<file path="src/rtl/max_pkg.sv">
// Shared types and constants for the serial max reducer.
// Holds the FSM state enum, the default slice width and the NSLICE helper.
package max_pkg;

  typedef enum logic [1:0] {
    IDLE,
    CMP,
    DONE
  } state_t;

  localparam int SLICE_DEF = 3;

  function automatic int calc_nslice(input int w, input int s);
    return w / s;
  endfunction

endpackage

</file>
<file path="src/rtl/max_cmp_slice.sv">
// One compare/select slice of the serial max reducer.
// Chains strictly-greater across slices, LSB-first, through carry_in.
module max_cmp_slice #(
  parameter int SLICE = 3
) (
  input  logic [SLICE-1:0] a,
  input  logic [SLICE-1:0] b,
  input  logic             carry_in,
  output logic             gt_out
);

  // a beats b if this slice is larger, or equal with lower slices already larger
  always_comb begin
    gt_out = (a > b) | ((a == b) & carry_in);
  end

endmodule

</file>
<file path="src/rtl/max_serial_reducer.sv">
// Serial max/argmax reducer time-sharing one compare slice over the operand.
// Define MAX_ARGMAX_EN to track the argmax index and expose out_idx.
module max_serial_reducer
  import max_pkg::*;
#(
  parameter int W     = 12,
  parameter int SLICE = SLICE_DEF,
  parameter int IDX_W = 8
) (
  input  logic             clk,
  input  logic             rst_n,
  input  logic             in_valid,
  output logic             in_ready,
  input  logic [W-1:0]     in_data,
  input  logic             in_last,
  output logic             out_valid,
  input  logic             out_ready,
  output logic [W-1:0]     out_max,
  output logic [IDX_W-1:0] out_count
`ifdef MAX_ARGMAX_EN
  ,
  output logic [IDX_W-1:0] out_idx
`endif
);

  localparam int NSLICE = calc_nslice(W, SLICE);
  localparam int PW = (NSLICE > 1) ? $clog2(NSLICE) : 1;
  localparam logic [PW-1:0] PTR_LAST = PW'(NSLICE - 1);
  localparam logic [IDX_W-1:0] CNT_MAX = '1;

  if (W % SLICE != 0) begin : g_bad_width
    $error("max_serial_reducer: W must be a multiple of SLICE");
  end

  state_t state_q, state_d;

  logic             first_q;
  logic             last_q;
  logic             carry_q;
  logic [PW-1:0]    ptr_q;
  logic [W-1:0]     max_q;
  logic [W-1:0]     cand_q;
  logic [IDX_W-1:0] cnt_q;
`ifdef MAX_ARGMAX_EN
  logic [IDX_W-1:0] idx_q;
`endif

  logic [NSLICE-1:0][SLICE-1:0] cand_v;
  logic [NSLICE-1:0][SLICE-1:0] max_v;
  logic gt;
  logic accept;
  logic last_slice;
  logic [IDX_W-1:0] cnt_inc;

  assign cand_v = cand_q;
  assign max_v  = max_q;

  max_cmp_slice #(
    .SLICE(SLICE)
  ) u_cmp (
    .a       (cand_v[ptr_q]),
    .b       (max_v[ptr_q]),
    .carry_in(carry_q),
    .gt_out  (gt)
  );

  assign accept     = in_valid & in_ready;
  assign last_slice = (state_q == CMP) && (ptr_q == PTR_LAST);
  assign cnt_inc    = (cnt_q == CNT_MAX) ? cnt_q : cnt_q + IDX_W'(1);

  assign out_max   = max_q;
  assign out_count = cnt_q;
`ifdef MAX_ARGMAX_EN
  assign out_idx   = idx_q;
`endif

  // State register
  always_ff @(posedge clk or negedge rst_n) begin
    if (!rst_n) state_q <= IDLE;
    else        state_q <= state_d;
  end

  // Next state and handshake outputs
  always_comb begin
    state_d   = state_q;
    in_ready  = 1'b0;
    out_valid = 1'b0;
    unique case (state_q)
      IDLE: begin
        in_ready = 1'b1;
        if (in_valid) begin
          if (first_q) state_d = in_last ? DONE : IDLE;
          else         state_d = CMP;
        end
      end
      CMP: begin
        if (ptr_q == PTR_LAST) state_d = last_q ? DONE : IDLE;
      end
      DONE: begin
        out_valid = 1'b1;
        if (out_ready) state_d = IDLE;
      end
      default: state_d = IDLE;
    endcase
  end

  // Operand capture, slice walk and result registers
  always_ff @(posedge clk or negedge rst_n) begin
    if (!rst_n) begin
      first_q <= 1'b1;
      last_q  <= 1'b0;
      carry_q <= 1'b0;
      ptr_q   <= '0;
      max_q   <= '0;
      cand_q  <= '0;
      cnt_q   <= '0;
`ifdef MAX_ARGMAX_EN
      idx_q   <= '0;
`endif
    end else begin
      if (accept) begin
        if (first_q) begin
          max_q   <= in_data;
          cnt_q   <= IDX_W'(1);
          first_q <= 1'b0;
`ifdef MAX_ARGMAX_EN
          idx_q   <= '0;
`endif
        end else begin
          cand_q  <= in_data;
          carry_q <= 1'b0;
          ptr_q   <= '0;
          last_q  <= in_last;
        end
      end
      if (state_q == CMP) begin
        carry_q <= gt;
        ptr_q   <= ptr_q + PW'(1);
        if (last_slice) begin
          ptr_q <= '0;
          cnt_q <= cnt_inc;
          if (gt) begin
            max_q <= cand_q;
`ifdef MAX_ARGMAX_EN
            idx_q <= cnt_q;
`endif
          end
        end
      end
      if (out_valid && out_ready) begin
        first_q <= 1'b1;
        cnt_q   <= '0;
      end
    end
  end

endmodule

</file>
<file path="config.mk">
export PLATFORM = sky130hd
export DESIGN_NAME = max_serial_reducer
export DESIGN_NICKNAME = d
export VERILOG_FILES = /design/src/rtl/max_pkg.sv /design/src/rtl/max_cmp_slice.sv /design/src/rtl/max_serial_reducer.sv
export SDC_FILE = /design/constraint.sdc
export NUM_CORES = 1
export LEC_CHECK = 0
export ABC_AREA = 1
export BUFFER_PORTS_ARGS = -buffer_cell sky130_fd_sc_hd__buf_2
export CAP_MARGIN = 20
export CELL_PAD_IN_SITES_DETAIL_PLACEMENT = 1
export CELL_PAD_IN_SITES_GLOBAL_PLACEMENT = 1
export CORE_UTILIZATION = 30
export DETAILED_ROUTE_END_ITERATION = 10
export GPL_TIMING_DRIVEN = 0
export PLACE_DENSITY = 0.63
export SLEW_MARGIN = 20
export SYNTH_ARGS = -nofsm -noshare
export SYNTH_HDL_FRONTEND = slang
export SYNTH_SLANG_ARGS = --single-unit
</file>
<file path="constraint.sdc">
create_clock -name clk -period 5 [get_ports clk]
set_clock_uncertainty 0.2 [all_clocks]
set_input_delay 0.5 -clock clk [delete_from_list [all_inputs] [get_ports clk]]
set_output_delay 0.5 -clock clk [all_outputs]
set_load 0.005 [all_outputs]
</file>
=== After elaboration in Yosys (flattened, before gate mapping) ===
Index checks and enable logic that the tools add are counted.

* Bits of input ports: 17
* Register bits: 39

* Reduce and logical (&&, ||, !) cells: 8
* Add/subtract/negate cells: 2
* Eq/ne operators: 10
* Bitwise logic cells: 4
* Multiplexer cells: 33
* Magnitude comparators: 2

{| class="wikitable"
|+ Operators by type and width
! operator !! count
|-
| two-way mux 12 bit || 5
|-
| two-way mux 8 bit || 6
|-
| two-way mux 2 bit || 10
|-
| binary-select mux 3 bit (select 2 bit) || 2
|-
| adder 8 x 1 -> 8 bit (second input constant) || 1
|-
| equality test 8 bit (second input constant) || 1
|-
| two-way mux 1 bit || 7
|-
| two-way mux 3 bit || 2
|-
| != test 2 bit (second input constant) || 3
|-
| case mux 2 bit (3 select lines) || 1
|-
| equality test 2 bit (second input constant) || 2
|-
| != test 4 x 3 -> 1 bit (second input constant) || 1
|-
| AND reduction 2 bit || 2
|-
| nonzero test 2 bit || 2
|-
| equality test 3 bit || 1
|-
| greater-than comparator 3 bit || 1
|-
| < comparator 2 x 3 -> 1 bit (second input constant) || 1
|-
| AND reduction 3 bit || 1
|-
| adder 2 x 1 -> 2 bit (second input constant) || 1
|-
| AND 1 bit || 2
|-
| equality test 2 x 1 -> 1 bit (second input constant) || 1
|-
| logical AND 1 bit || 2
|-
| zero test 2 bit || 1
|-
| != test 2 x 1 -> 1 bit (second input constant) || 1
|-
| other kinds (2) || 2
|}

=== Longest topological paths before layout ===
* Word-level depth: 8
* Depth in mapped cells: 12
* Depth with buffers taken out: 10

=== By module ===
Synthesis repeated with hierarchy kept, for this count alone.

* Cells, all modules: 295
* Area, all modules: 2307.2 um2

{| class="wikitable"
|+ By module, submodules not included
! module !! area each (um2) !! cells an instance !! instances !! seq. area each (um2)
|-
| max_serial_reducer || 2218.4 || 279 || 1 || 977.2
|-
| max_cmp_slice || 88.8 || 16 || 1 || 0.0
|}

=== Worst setup path after synthesis ===
No wires, ideal clock.

* Path type: reg-to-reg
* From: register ptr_q[0]
* To: register max_q[10] (netlist: out_max[10])
* Period minus slack after synthesis: 2.335 ns
* Cell stages (with the launch flop): 11
* Slack: 2.665 ns
* Setup time: 0.067 ns
* Required time: 4.733 ns
* Path buffers: 2
* Arrival: 2.068 ns
* Cells stage by stage: dfrtp_1 > inv_1 > clkbuf_1 > nand2_1 > a32o_1 > ha_1 > nand3_1 > nand3_1 > clkbuf_1 > nand4_1 > nand2_1

* Word-level cells in the longest chain between the ends: 8
* Elaborated cells between the ends (all ways): 13
* Those cells by class: order compare (1); eq/ne (2); mux (7); bitwise (2); reduce/logical (1)

{| class="wikitable"
|+ RTL lines
! what !! RTL line !! source
|-
| start, declared || max_serial_reducer.sv:40 || <nowiki>logic [PW-1:0] ptr_q;</nowiki>
|-
| start signal, assigned || max_serial_reducer.sv:138 || <nowiki>ptr_q <= ptr_q + PW'(1);</nowiki>
|-
| parallel branches: the longest is 6 deep, another holds greater-than comparator 3 bit || -- ||
|-
| two-way mux 12 bit (*) || max_serial_reducer.sv:139 || <nowiki>if (last_slice) begin</nowiki>
|-
| two-way mux 12 bit (*) || max_serial_reducer.sv:136 || <nowiki>if (state_q == CMP) begin</nowiki>
|-
| end signal, assigned || max_serial_reducer.sv:123 || <nowiki>max_q <= in_data;</nowiki>
|-
| end signal, assigned || max_serial_reducer.sv:143 || <nowiki>max_q <= cand_q;</nowiki>
|-
| end, declared || max_serial_reducer.sv:41 || <nowiki>logic [W-1:0] max_q;</nowiki>
|}

Every way passes the cells marked *. The select of a mux whose other input is x is not followed.
A chain may end at the register's enable or synchronous reset.

=== Worst setup path after layout ===
* From: register ptr_q[0]
* To: register max_q[8] (netlist: out_max[8])

Same word-level chain as after synthesis.

==> results by group <==
Outcome
  – Outcome: complete, no violations

Timing
  – RSZ-0062 raised after global routing: no
  – Tcrit/Tclk final: 58.0%
  – Fmax: 345 MHz
  – Sum Neg Setup Slack: 0 ns
  – Hold Fails Final Rpt: 0
  – Final worst hold slack: 0.143 ns
  – Final Max Tran Viols: 0
  – Slew @ Worst Pin: 0.928 ns
  – Final setup vio count: 0
  – Slew HR: approximately two fifths
  – Min Tclk post-route: ~2.9 ns

Global routing
  – Global Route Usage Sum: 18.6%
  – M1 GR Usage: between 20% and 30%
  – Busiest layer in global routing: met2
  – Remaining Overflow, GRT: 0
  – First-pass GRT wire length: 10,900 um
  – Grt met3 use: 3.05%
  – Vias in the first global route: 2,149
  – Initial antenna violation count: 0
  – M2 GR Usage: a little over 30%
  – Largest net degree at the start of global routing: 40

Placed design
  – DP HPWL: 4910 um
  – Placer congestion estimate: 0.798
  – Port Buffers: 38

Critical path
  – Critical path fanouts, max: 10
  – Family with the most delay on the worst path: buffers and inverters
  – Worst path max stage delay: ~0.47 ns
  – Worst path bufs/invs: 3
  – CP Launch Type: register
  – CP max stage cell: dfrtp_1
  – CP Capture Type: register
  – Crit path required time: 5.03 ns
  – Arrival time worst endpoint: 2.93 ns
  – Ordered cell list for the critical path: inv_1 -> clkbuf_1 -> nand2_1 -> a32o_1 -> ha_1 -> nand3_1 -> nand3_1 -> clkbuf_1 -> nand4_1 -> nand2_1
  – Critical path class: register to register
  – R2R Setup Slk: 2.10 ns

Cells and area
  – Layout fillers: 958
  – Layout area overhead: 17.4%
  – Antenna fix cells: 0
  – Share of layout cells above drive strength 1: ~18%
  – Final nets: 364

Clock tree
  – Worst skew pair latency: 0.29 ns
  – Num CTS Buffers: 5
  – Post_cts resized: 0
  – Post-CTS Setup Repair Bufs: 0
  – TritonCTS clock tree: built
  – CTS clk-pin slew, worst paths: 0.07 ns
  – # hold bufs at CTS: 0
  – Clock Sinks: 39
  – H-tree Lvls: 2
  – Root Buffer: clkbuf_8
  – Clock Path Buffers: 2

Routing
  – Avg WL per Cell: 15.3 um
  – DRC: 0
  – Via density: 4.87
  – Drt total wl: ~6800 um
  – Pre-Repair DR Iteration Count: 4
  – Post-DRT Antenna Nets: 0
  – Routed via count: around 2,200
  – DR iter-0 viols: 53

Min path
  – Hold WC Path Type: input port to async pin

Yosys
  – Top_reg_cell synth: dfrtp_1
  – Cell count after synthesis: 297
  – Count leader, synth: nand2_1
  – Post-synth cell types: 28
  – Syn Nets: 319
  – Synth area leader: dfrtp_1
  – Syn_area_per_cell: 7.63 um^2
  – Synthesis-stage register bit count: 39
  – Post-synth EDFFs: 0
  – Synth async-reset ratio: 100%
  – Mapped Area: 2270 um^2
  – Syn. warnings: 0
  – Share of Yosys cell area claimed by the top area cell type: 42.0%
  – Synth top cells by count: nand2_1, dfrtp_1, o21ai_0
  – Sequential element share of the synthesized area: 43.1%
  – Synth top area cells: dfrtp_1, nand2_1, o21ai_0, nand3_1, inv_1

Floorplan
  – Standard-cell rows: 31
  – Core ar.: 7290 um^2
  – Die Wd: 88.9 um
  – Starting Density: between 30% and 40%
  – Die area: 7900 um^2
  – Num ports: 39
  – Die Span Y: 88.9 um

Power
  – VDD IR max: 0.225 mV
  – Pwr Density: 634 nW/um^2
  – Static leakage: 1.36 nW

Run
  – Max_cap viols: 0
[per-layer routing]
metal | up-vias | wire, um
met1 | 1049 | 3390
li1 | 1072 | -
met3 | 7 | 129
met2 | 26 | 3200
met4 | 0 | 64
met5 | - | 0
[final cells by class]
class / count / area, um^2 / area share [%]
plain buffers: 12 / 81.3 / 3.06
clock buffers: 8 / 80.1 / 3.01
inverters: 26 / 103 / 3.86
multi-input cells: 220 / 1100 / 41.5
flip-flops and latches: 39 / 977 / 36.7
well taps: 99 / 124 / 4.66
repair buffers: 38 / 190 / 7.15
[layout by cell type, fill, tap and decap left out, drive strengths merged]
cell type and instances:
nand4 14, clkinv 1, a32o 3, nor3 1, o21ai 36, dfrtp 38, a21oi 9, nor2 18
buf 45, o21bai 1, ha 5, dfstp 1, inv 25, nand2 102, clkbuf 13, nand3 24
nand3b 1, o31ai 1, or2 2, o22ai 3
[worst paths after layout]
check / endpoint / cells after the start / from
max: out_max[8] / 10 / ptr_q[0]
min: cand_q[6] / 1 / rst_n
max reg2reg: out_max[8] / 10 / ptr_q[0]
min reg2reg: last_q / 2 / last_q
max in group asynchronous: last_q / 1 / rst_n
min in group clk: state_q[1] / 2 / out_ready
[flip-flops by register name, summed over array words and instances (netlist names)]
name and flops:
ptr_q 2, last_q 1, out_count 8, out_max 12, cand_q 12, state_q 2
carry_q 1, first_q 1
[logic make-up after synthesis]
| kind of cell | after synthesis | synth area share (%) |
|---|---|---|
| flip-flops | 39 | 43.1 |
| buffers and inverters | 38 | 8.12 |
| adder cells (fa/ha/maj) | 5 | 2.76 |
| AO/OA/AOI/OAI | 53 | 12.8 |
| AND/OR/NAND/NOR | 162 | 33.2 |
[worst reg2reg max path, cell delays in order, from the launching register on]
cell      delay [ns]
dfrtp_1         0.47
inv_1           0.13
clkbuf_1        0.36
nand2_1         0.09
a32o_1          0.24
ha_1            0.31
nand3_1         0.09
nand3_1         0.22
clkbuf_1        0.44
nand4_1         0.16
nand2_1         0.11
[stage by stage]
| stage | total power, mW | instances | worst slack (ns) | instance area (um^2) | util (%) |
|---|---|---|---|---|---|
| finish | 1.69 | 442 | 2.10 | 2660 | 36.5 |
| CTS | 1.71 | 442 | 2.06 | 2660 | 36.5 |
| floorplan | 1.18 | 297 | 2.66 | 2270 | - |
| detailed placement | 1.49 | 434 | 2.08 | 2580 | 35.4 |
| global placement | 1.46 | 434 | 2.13 | 2580 | 35.4 |
| global route | 1.85 | 442 | 1.82 | 2660 | 36.5 |
[report_power, final]
group | internal, mW | switching (mW)
Sequential | 0.448 | 0.141
Clock | 0.0993 | 0.113
Combinational | 0.328 | 0.556
(Power assumes the default switching activity.)
